**src/rtl/perceptron_pkg.sv**
```systemverilog
// perceptron_pkg: shared widths, FSM states and result helpers for the perceptron predictor.
package perceptron_pkg;
  localparam int WEIGHT_W = 8;
  localparam int BHR_W = 8;
  localparam int PT_IDX_W = 6;
  localparam int THRESHOLD = (193 * BHR_W) / 100 + 14;
  function automatic int acc_w(input int ww, input int bw);
    return ww + $clog2(bw + 2);
  endfunction
  localparam int ACC_W = acc_w(WEIGHT_W, BHR_W);
  typedef enum logic [1:0] {IDLE, ACCUM, DONE} state_t;
  function automatic logic [WEIGHT_W-1:0] saturate(input logic signed [ACC_W-1:0] v);
    logic signed [ACC_W-1:0] smax, smin;
    smax = ACC_W'(2 ** (WEIGHT_W - 1) - 1);
    smin = -smax - 1'sb1;
    return v > smax ? smax[WEIGHT_W-1:0] : v < smin ? smin[WEIGHT_W-1:0] : v[WEIGHT_W-1:0];
  endfunction
endpackage

```
**src/rtl/perceptron_term_sum.sv**
```systemverilog
// perceptron_term_sum: signed sum of LANES weights, each negated when its history bit is 0.
module perceptron_term_sum
  import perceptron_pkg::*;
#(
  parameter int LANES = 3
) (
  input  logic [LANES*WEIGHT_W-1:0] w,
  input  logic [LANES-1:0]          x,
  input  logic [LANES-1:0]          vld,
  output logic signed [ACC_W-1:0]   sum
);
  logic signed [ACC_W-1:0] term [LANES];
  for (genvar i = 0; i < LANES; i++) begin : g_term
    logic signed [ACC_W-1:0] ext;
    // widening before negation keeps -(-2^(W-1)) exact
    assign ext = ACC_W'($signed(w[i*WEIGHT_W +: WEIGHT_W]));
    assign term[i] = !vld[i] ? '0 : x[i] ? ext : -ext;
  end
  always_comb begin
    sum = '0;
    for (int i = 0; i < LANES; i++) sum = sum + term[i];
  end
endmodule

```
**src/rtl/perceptron_predict.sv**
```systemverilog
// perceptron_predict: serial perceptron dot product, LANES terms per cycle.
// Define PERCEPTRON_SAT_EN to saturate y_out_o instead of wrapping it.
module perceptron_predict
  import perceptron_pkg::*;
#(
  parameter int LANES = 3
) (
  input  logic                          clk,
  input  logic                          rst_n,
  input  logic                          pred_req_i,
  input  logic [63:0]                   pred_PC_i,
  input  logic [BHR_W-1:0]              BHR_i,
  output logic [PT_IDX_W-1:0]           pt_rd_idx_o,
  input  logic [(BHR_W+1)*WEIGHT_W-1:0] pt_weight_i,
  input  logic                          flush_i,
  output logic                          pred_busy_o,
  output logic                          y_vld_o,
  output logic [WEIGHT_W-1:0]           y_out_o,
  output logic                          pred_taken_o,
  output logic [63:0]                   pred_PC_o
);
  localparam int NT = BHR_W + 1;
  localparam int N = (NT + LANES - 1) / LANES;
  localparam int NP = N * LANES;
  localparam int SW = LANES * WEIGHT_W;
  localparam int CNT_W = N > 1 ? $clog2(N) : 1;
  localparam logic [NP-1:0] VMASK = {NP{1'b1}} >> (NP - NT);
  state_t state, nxt;
  logic [CNT_W-1:0] cnt;
  logic signed [ACC_W-1:0] acc, part, acc_nxt;
  logic [NP*WEIGHT_W-1:0] w_r;
  logic [NP-1:0] x_r;
  logic [63:0] pc_r;
  logic start, last;
  assign pt_rd_idx_o = pred_PC_i[PT_IDX_W-1:0];
  assign pred_busy_o = state == ACCUM;
  assign y_vld_o = state == DONE;
  assign start = state != ACCUM && pred_req_i && !flush_i;
  assign last = state == ACCUM && cnt == CNT_W'(N - 1);
  assign acc_nxt = acc + part;
  perceptron_term_sum #(.LANES(LANES)) u_sum (
    .w  (w_r[cnt*SW +: SW]),
    .x  (x_r[cnt*LANES +: LANES]),
    .vld(VMASK[cnt*LANES +: LANES]),
    .sum(part)
  );
  always_comb begin
    nxt = flush_i ? IDLE : start ? ACCUM : state != ACCUM ? IDLE : last ? DONE : ACCUM;
  end
  always_ff @(posedge clk or negedge rst_n) begin
    if (!rst_n) state <= IDLE;
    else state <= nxt;
  end
  always_ff @(posedge clk or negedge rst_n) begin
    if (!rst_n) begin
      acc <= '0;
      cnt <= '0;
      w_r <= '0;
      x_r <= '0;
      pc_r <= '0;
      y_out_o <= '0;
      pred_taken_o <= 1'b0;
      pred_PC_o <= '0;
    end else if (start) begin
      acc <= '0;
      cnt <= '0;
      w_r <= (NP*WEIGHT_W)'(pt_weight_i);
      x_r <= NP'({1'b1, BHR_i});
      pc_r <= pred_PC_i;
    end else if (state == ACCUM && !flush_i) begin
      acc <= acc_nxt;
      cnt <= cnt + 1'b1;
      if (last) begin
`ifdef PERCEPTRON_SAT_EN
        y_out_o <= saturate(acc_nxt);
`else
        y_out_o <= acc_nxt[WEIGHT_W-1:0];
`endif
        pred_taken_o <= !acc_nxt[ACC_W-1];
        pred_PC_o <= pc_r;
      end
    end
  end
endmodule
```
**config.mk**
```make
export PLATFORM = sky130hd
export DESIGN_NAME = perceptron_predict
export DESIGN_NICKNAME = d
export VERILOG_FILES = /design/src/rtl/perceptron_pkg.sv /design/src/rtl/perceptron_term_sum.sv /design/src/rtl/perceptron_predict.sv
export SDC_FILE = /design/constraint.sdc
export NUM_CORES = 1
export LEC_CHECK = 0
export BUFFER_PORTS_ARGS = -buffer_cell sky130_fd_sc_hd__buf_2
export CAP_MARGIN = 20
export CORE_MARGIN = 5
export CORE_UTILIZATION = 50
export CTS_CLUSTER_DIAMETER = 150
export CTS_CLUSTER_SIZE = 25
export DETAILED_ROUTE_END_ITERATION = 10
export PLACE_DENSITY = 0.76
export SYNTH_ARGS = -nofsm -noshare
export SYNTH_HDL_FRONTEND = slang
export SYNTH_SLANG_ARGS = --single-unit
```
**constraint.sdc**
```tcl
create_clock -name clk -period 5.38 [get_ports clk]
set_input_delay 1.076 -clock clk [delete_from_list [all_inputs] [get_ports clk]]
set_output_delay 1.076 -clock clk [all_outputs]
set_load 0.01 [all_outputs]
```
Word-level counts from Yosys, hierarchy flattened
Index checks and enable logic that the tools add are counted.

Bits in registers: 234. Bits of input ports: 148. Output and inout port bits: 81. Word-level logic and storage cells: 48.

Add/sub/neg operators: 7. Multiply operators: 2. Equal/unequal tests: 4. Shift operators: 3. Mux-type cells: 14. Bitwise gates (word level): 1. Reductions and logical operators: 8.

Operators with widths (number): 2-to-1 mux 12 bit (8); variable part select 72 x 8 -> 24 bit (1); adder 12 bit (3); negation 12 bit (3); 2-to-1 mux 2 bit (6); variable part select 9 x 5 -> 3 bit (1); variable part select 9 x 5 -> 3 bit (first input constant) (1); multiplier 2 x 2 -> 4 bit (second input constant) (2); equality test 2 bit (second input constant) (2); logical AND 1 bit (4); AND reduction 3 bit (1); adder 2 x 1 -> 2 bit (second input constant) (1); equality test 2 x 1 -> 1 bit (second input constant) (1); zero test 1 bit (2); != test 2 x 1 -> 1 bit (second input constant) (1); nonzero test 2 bit (1); inverter 1 bit (1).

Longest topological paths before layout
Depth after elaboration: 10. Depth in mapped cells: 21. Gate-level depth less buffers: 19.

Hierarchy
Synthesis repeated with hierarchy kept, for this count alone.

Cells, all modules: 877. Area total of the unflattened synthesis: 11339.6 um2.

Modules (own cells, without submodules): perceptron_predict (instances 1, cells an instance 680, area an instance 9934.5 um2, sequential area each 5855.6 um2); perceptron_term_sum (instances 1, cells an instance 197, area an instance 1405.1 um2, sequential area each 0.0 um2).

Worst setup path after synthesis
Ideal clock, no wire load.

Kind: register -> register. Start point: reg cnt[1]. End point: reg acc[11]. Library setup time: 0.121 ns. Arrival: 4.649 ns. Data required time: 5.259 ns. Slack: 0.610 ns. Cell stages (with the launch flop): 21. Buffers on the path: 2. Clock period less this slack: 4.770 ns. Path through: dfrtp_1 > nor2b_1 > buf_2 > buf_4 > o2bb2ai_1 > inv_1 > ha_1 > o21ai_0 > or3b_2 > fa_1 > fa_1 > inv_1 > fa_1 > a21o_1 > a21oi_1 > a21oi_1 > nor2_1 > o2bb2ai_1 > o21ai_0 > xor2_1 > a22o_1.

Cells in the longest elaborated chain, start to end: 10. Elaborated cells on any way between the ends: 19. Classes of those cells: add/sub: 6; mul: 2; shift: 3; mux: 8.

RTL lines: start, declared (RTL line perceptron_predict.sv:29) `logic [CNT_W-1:0] cnt;`; start signal, assigned (RTL line perceptron_predict.sv:72) `cnt <= cnt + 1'b1;`; multiplier 2 x 2 -> 4 bit (RTL line perceptron_predict.sv:42, perceptron_predict.sv:43, perceptron_predict.sv:44); variable part select 72 x 8 -> 24 bit (RTL line perceptron_predict.sv:42) `.w (w_r[cnt*SW +: SW]),`; negation 12 bit (RTL line perceptron_term_sum.sv:17) `assign term[i] = !vld[i] ? '0 : x[i] ? ext : -ext;`; 2-to-1 mux 12 bit (2 in a row) (RTL line perceptron_term_sum.sv:17); adder 12 bit (RTL line perceptron_term_sum.sv:21) `for (int i = 0; i < LANES; i++) sum = sum + term[i];`; adder 12 bit * (RTL line perceptron_term_sum.sv:21); adder 12 bit * (RTL line perceptron_predict.sv:40) `assign acc_nxt = acc + part;`; 2-to-1 mux 12 bit * (RTL line perceptron_predict.sv:70) `end else if (state == ACCUM && !flush_i) begin`; 2-to-1 mux 12 bit * (RTL line perceptron_predict.sv:64) `end else if (start) begin`; end signal, assigned (RTL line perceptron_predict.sv:71) `acc <= acc_nxt;`; end, declared (RTL line perceptron_predict.sv:30) `logic signed [ACC_W-1:0] acc, part, acc_nxt;`.

Every way passes the cells marked *; elsewhere a longest branch is shown, timed or not. The select of a mux whose other input is x is not followed. A chain may end at the register's enable or synchronous reset.

Final worst setup path
Ends and elaborated chain as after synthesis.

==> impl_summary.log <==
[metrics] reg2reg setup slack: 0.32 ns
[metrics] Max Fanout on Critical Path: 20
[metrics] Die X: 158.3 um
[metrics] Hold Crit Class: reg -> reg
[metrics] Layout Cell Area excl Fill: 12730 sq um
[metrics] top_reg_cell synth: sky130_fd_sc_hd__dfrtp_1
[metrics] # Max-Cap Violations: 0
[metrics] number of antenna cells inserted: 0
[metrics] data arrival time of the worst path: 5.43 ns
[metrics] final global-route overflow total: 0
[metrics] TritonCTS Buffers: 13
[metrics] first-pass GRT wire length: 39.95 mm
[metrics] core area: 21760 sq um
[metrics] final core occ: 58.51%
[metrics] drt pass-1 iters: 6
[metrics] summed instance area of the synthesized netlist: 10990 sq um
[metrics] run status: complete, no violations
[metrics] number of pins exceeding their max-slew limit in the final report: 0
[metrics] area of the die: 25050 sq um
[metrics] sequential cell area fraction in the yosys report: 53.26%
[metrics] number of cell rows: 54
[metrics] final weighted congestion in routability-driven placement: 0.8730
[metrics] Area contributors post-synth: sky130_fd_sc_hd__dfrtp_1 53%, sky130_fd_sc_hd__mux2_2 15%, sky130_fd_sc_hd__nand2_1 7.6%
[metrics] combinational power share: 61.2%
[metrics] H-tree depth reported by CTS: 1
[metrics] final setup violation count: 0
[metrics] Routed WL: 24.79 mm
[metrics] crit-path most repeated cell: sky130_fd_sc_hd__fa_1
[metrics] clock network power share: 10.9%
[metrics] count of synthesis-stage warnings from yosys: 0
[metrics] Peak Freq: 197.8 MHz
[metrics] Clock Root Buffer: sky130_fd_sc_hd__clkbuf_16
[metrics] number of global-route vias before repair: 7907
[metrics] synthesized flop and latch total: 234
[metrics] delay-heaviest family, CP: adder cells
[metrics] post-DR wirelength/cell: 17.41 um
[metrics] unrepaired setup endpoints after global routing: false
[metrics] share of Yosys cell area claimed by the top area cell type: 53.26%
[metrics] proportion of total power due to net switching: 42.54%
[metrics] number of instances resized during post-cts repair: 0
[metrics] number of nets still failing antenna checks after routing: 0
[metrics] kind of end point of the critical path: flop
[metrics] worst-case headroom to the max-slew limit: 31.24%
[metrics] # DRC: 0
[metrics] sequential power share: 27.9%
[metrics] post-route worst hold slack: 0.4441 ns
[metrics] DPL Wire Length: 17.92 mm
[metrics] number of antenna violations at the first check in global routing: 1
[metrics] Nets: 1329
[metrics] starting utilization of the core area: 50.53%
[metrics] cell count along the critical path: 19
[metrics] peak ir drop on the vdd network: 0.7396 mV
[metrics] Hold Path Depth: 2
[metrics] via density per instance: 5.206
[metrics] fraction of synthesis flops using an asynchronous set or reset pin: 100.0%
[metrics] Crit Path Category: reg -> reg
[metrics] Worst Path Required: 5.76 ns
[metrics] cell accounting for the most synthesized area: sky130_fd_sc_hd__dfrtp_1
[metrics] transition time at the pin with the least slew margin: 1.031 ns
[metrics] Final Hold Viols: 0
[metrics] synthesized instance count: 941
[metrics] master of the slowest instance on the critical path: sky130_fd_sc_hd__fa_1
[metrics] Sum Neg Setup Slack: 0 ns
[metrics] static power due to leakage: 6.283 nW
[metrics] startpoint type of the worst setup path: flop
[metrics] drt first-iter violations: 311
[metrics] cell area power density: 733.4 nW/um^2
[metrics] CTS Hold Bufs: 0
[metrics] overall power of the completed layout: 9.335 mW
[metrics] number of synthesized flops with an enable pin: 0
[metrics] Post-CTS Setup Repair Bufs: 0
[metrics] die span in y: 158.3 um
[metrics] Int Pwr: 5.364 mW
[metrics] Worst R2R Path Depth: 19
[metrics] worst clock skew: 0.01979 ns
[metrics] Psw: 3.971 mW
[metrics] number of distinct standard cells referenced by the synthesized netlist: 54
[metrics] largest incremental delay on the critical path: 0.55 ns
[metrics] Buf/Inv on CP: 3
[metrics] CTS sink count: 234
[metrics] fraction of final layout cells with drive strength greater than 1: 37.06%
[metrics] total global-route track usage: 19.84%
[metrics] num ports: 229
[metrics] pin count of the biggest net entering global routing: 137
[metrics] deepest clock path buffer count: 3
[metrics] Final Cycle Share: 93.98%
[metrics] fin crit period: 5.056 ns
[metrics] Worst-path clk slew: 0.10 ns
[metrics] CTS tree: done
[metrics] layout-stage area growth over the synthesis result: 15.78%
[metrics] number of nets produced by synthesis: 1127
[metrics] Placed Area: 12380 sq um
[metrics] Mean Syn Cell Area: 11.68 sq um
[metrics] total vias in the final route: 7413
[metrics] number of input and output port buffers inserted: 228
[metrics] worst skew pair latency: 0.48 ns
[metrics] cells along the critical path: nor2b_2 -> buf_12 -> o2bb2ai_1 -> inv_1 -> ha_1 -> or3_1 -> a21o_1 -> fa_1 -> fa_1 -> inv_1 -> fa_1 -> a21o_1 -> a21oi_1 -> a21oi_1 -> nor2_1 -> o2bb2ai_1 -> o21ai_0 -> xor2_1 -> a22o_1
## area by class of cell
cell class	count	area, sq um
Clock buffer	14	329.1
Sequential cell	234	5857
Tap cell	280	350.3
Inverter	39	146.4
Fill cell	1806	9026
Clock inverter	2	25.02
Multi-Input combinational cell	614	4736
Timing Repair Buffer	241	1286
## synth_stat cells, types with 3 or more instances
master / instances
sky130_fd_sc_hd__a211o_1: 3
sky130_fd_sc_hd__a21o_1: 8
sky130_fd_sc_hd__a21oi_1: 18
sky130_fd_sc_hd__a22o_1: 13
sky130_fd_sc_hd__buf_1: 3
sky130_fd_sc_hd__buf_2: 5
sky130_fd_sc_hd__buf_4: 7
sky130_fd_sc_hd__clkbuf_1: 36
sky130_fd_sc_hd__dfrtp_1: 234
sky130_fd_sc_hd__fa_1: 22
sky130_fd_sc_hd__ha_1: 16
sky130_fd_sc_hd__inv_1: 38
sky130_fd_sc_hd__mux2_2: 147
sky130_fd_sc_hd__mux2i_1: 25
sky130_fd_sc_hd__nand2_1: 223
sky130_fd_sc_hd__nor2_1: 30
sky130_fd_sc_hd__nor2b_1: 6
sky130_fd_sc_hd__nor3_1: 3
sky130_fd_sc_hd__o21ai_0: 10
sky130_fd_sc_hd__o21bai_1: 4
sky130_fd_sc_hd__o2bb2ai_1: 16
sky130_fd_sc_hd__o2bb2ai_2: 5
sky130_fd_sc_hd__or2_2: 3
sky130_fd_sc_hd__or3_1: 6
sky130_fd_sc_hd__xnor2_1: 17
sky130_fd_sc_hd__xor2_1: 9
## path summary, 6_finish.rpt
kind | start | endpoint
worst max-delay path | cnt[1]$_DFFE_PN0P_ | acc[11]$_DFFE_PN0P_
worst min-delay path | pc_r[44]$_DFFE_PN0P_ | pred_PC_o[44]$_DFFE_PN0P_
worst max register to register | cnt[1]$_DFFE_PN0P_ | acc[11]$_DFFE_PN0P_
worst min register to register | pc_r[44]$_DFFE_PN0P_ | pred_PC_o[44]$_DFFE_PN0P_
max in group asynchronous | rst_n | pc_r[26]$_DFFE_PN0P_
min in group asynchronous | rst_n | w_r[37]$_DFFE_PN0P_
## power groups by stage
stage	Clock (mW)	Sequential [mW]	Combinational (mW)
3_5_place_dp	0	2.63	5.77
2_1_floorplan	0	2.68	4.25
5_1_grt	1.11	2.68	6.44
3_3_place_gp	0	2.62	5.59
6_report	1.01	2.61	5.72
4_1_cts	1.05	2.61	5.79
## cells by family (layout without fill, tap and decap cells)
group,Yosys count,after routing,synth area share [%]
adder cells (fa/ha/maj),38,38,5.827
XOR/XNOR,27,27,2.276
AND/OR/NAND/NOR,286,286,10.72
flip-flops,234,234,53.26
multiplexers,173,173,17.46
buffers and inverters,93,296,3.755
AO/OA/AOI/OAI,90,90,6.703
## through the flow
step                cells  setup slack (ns)
floorplan             941            0.6098
global placement     1408            0.4215
detailed placement   1408            0.3879
CTS                  1424            0.3323
global route         1424           0.02897
finish               1424            0.3241
## metal layers
layer	wire [um]	global-route usage, %	up-vias
li1	-	-	3526
met1	9664	23.74	3671
met2	12640	35.24	176
met3	1957	6.469	38
met4	520	4.143	2
met5	13	0	-
## worst reg2reg max path, stage by stage, from the launching register on
cell	delay (ns)
sky130_fd_sc_hd__dfrtp_2	0.42
sky130_fd_sc_hd__nor2b_2	0.31
sky130_fd_sc_hd__buf_12	0.22
sky130_fd_sc_hd__o2bb2ai_1	0.18
sky130_fd_sc_hd__inv_1	0.09
sky130_fd_sc_hd__ha_1	0.24
sky130_fd_sc_hd__or3_1	0.38
sky130_fd_sc_hd__a21o_1	0.20
sky130_fd_sc_hd__fa_1	0.47
sky130_fd_sc_hd__fa_1	0.55
sky130_fd_sc_hd__inv_1	0.08
sky130_fd_sc_hd__fa_1	0.46
sky130_fd_sc_hd__a21o_1	0.17
sky130_fd_sc_hd__a21oi_1	0.23
sky130_fd_sc_hd__a21oi_1	0.10
sky130_fd_sc_hd__nor2_1	0.15
sky130_fd_sc_hd__o2bb2ai_1	0.17
sky130_fd_sc_hd__o21ai_0	0.14
sky130_fd_sc_hd__xor2_1	0.18
sky130_fd_sc_hd__a22o_1	0.20
## registers in the layout (all words and copies together) (netlist names)
| name | cells |
|---|---|
| w_r | 72 |
| state | 2 |
| y_out_o | 8 |
| pc_r | 64 |
| cnt | 2 |
| pred_PC_o | 64 |
| pred_taken_o | 1 |
| x_r | 9 |
| acc | 12 |
## cell usage in the layout, fill, tap and decap left out, types with 2 or more instances in the layout
cell type | synthesis | final
sky130_fd_sc_hd__a211oi_1 | 2 | 2
sky130_fd_sc_hd__or3_1 | 6 | 6
sky130_fd_sc_hd__nand2b_1 | 2 | 2
sky130_fd_sc_hd__nor3_1 | 3 | 3
sky130_fd_sc_hd__nor4_1 | 2 | 2
sky130_fd_sc_hd__or2_2 | 3 | 3
sky130_fd_sc_hd__o2bb2ai_2 | 5 | 5
sky130_fd_sc_hd__xnor2_1 | 17 | 17
sky130_fd_sc_hd__and3_1 | 2 | 2
sky130_fd_sc_hd__inv_1 | 38 | 38
sky130_fd_sc_hd__mux2_2 | 147 | 147
sky130_fd_sc_hd__nand2_1 | 223 | 222
sky130_fd_sc_hd__nor2b_1 | 6 | 5
sky130_fd_sc_hd__buf_4 | 7 | 10
sky130_fd_sc_hd__nor2_1 | 30 | 30
sky130_fd_sc_hd__o21ai_0 | 10 | 10
sky130_fd_sc_hd__o21bai_1 | 4 | 4
sky130_fd_sc_hd__dfrtp_1 | 234 | 233
sky130_fd_sc_hd__o2bb2ai_4 | 2 | 2
sky130_fd_sc_hd__a22o_1 | 13 | 13
sky130_fd_sc_hd__clkbuf_16 | 0 | 13
sky130_fd_sc_hd__buf_12 | 1 | 3
sky130_fd_sc_hd__xor2_1 | 9 | 9
sky130_fd_sc_hd__fa_1 | 22 | 22
sky130_fd_sc_hd__a21oi_1 | 18 | 18
sky130_fd_sc_hd__ha_1 | 16 | 16
sky130_fd_sc_hd__buf_2 | 5 | 227
sky130_fd_sc_hd__o2bb2ai_1 | 16 | 16
sky130_fd_sc_hd__a21o_1 | 8 | 8
sky130_fd_sc_hd__a211o_1 | 3 | 3
sky130_fd_sc_hd__mux2i_1 | 25 | 25
(Power assumes the default switching activity.)
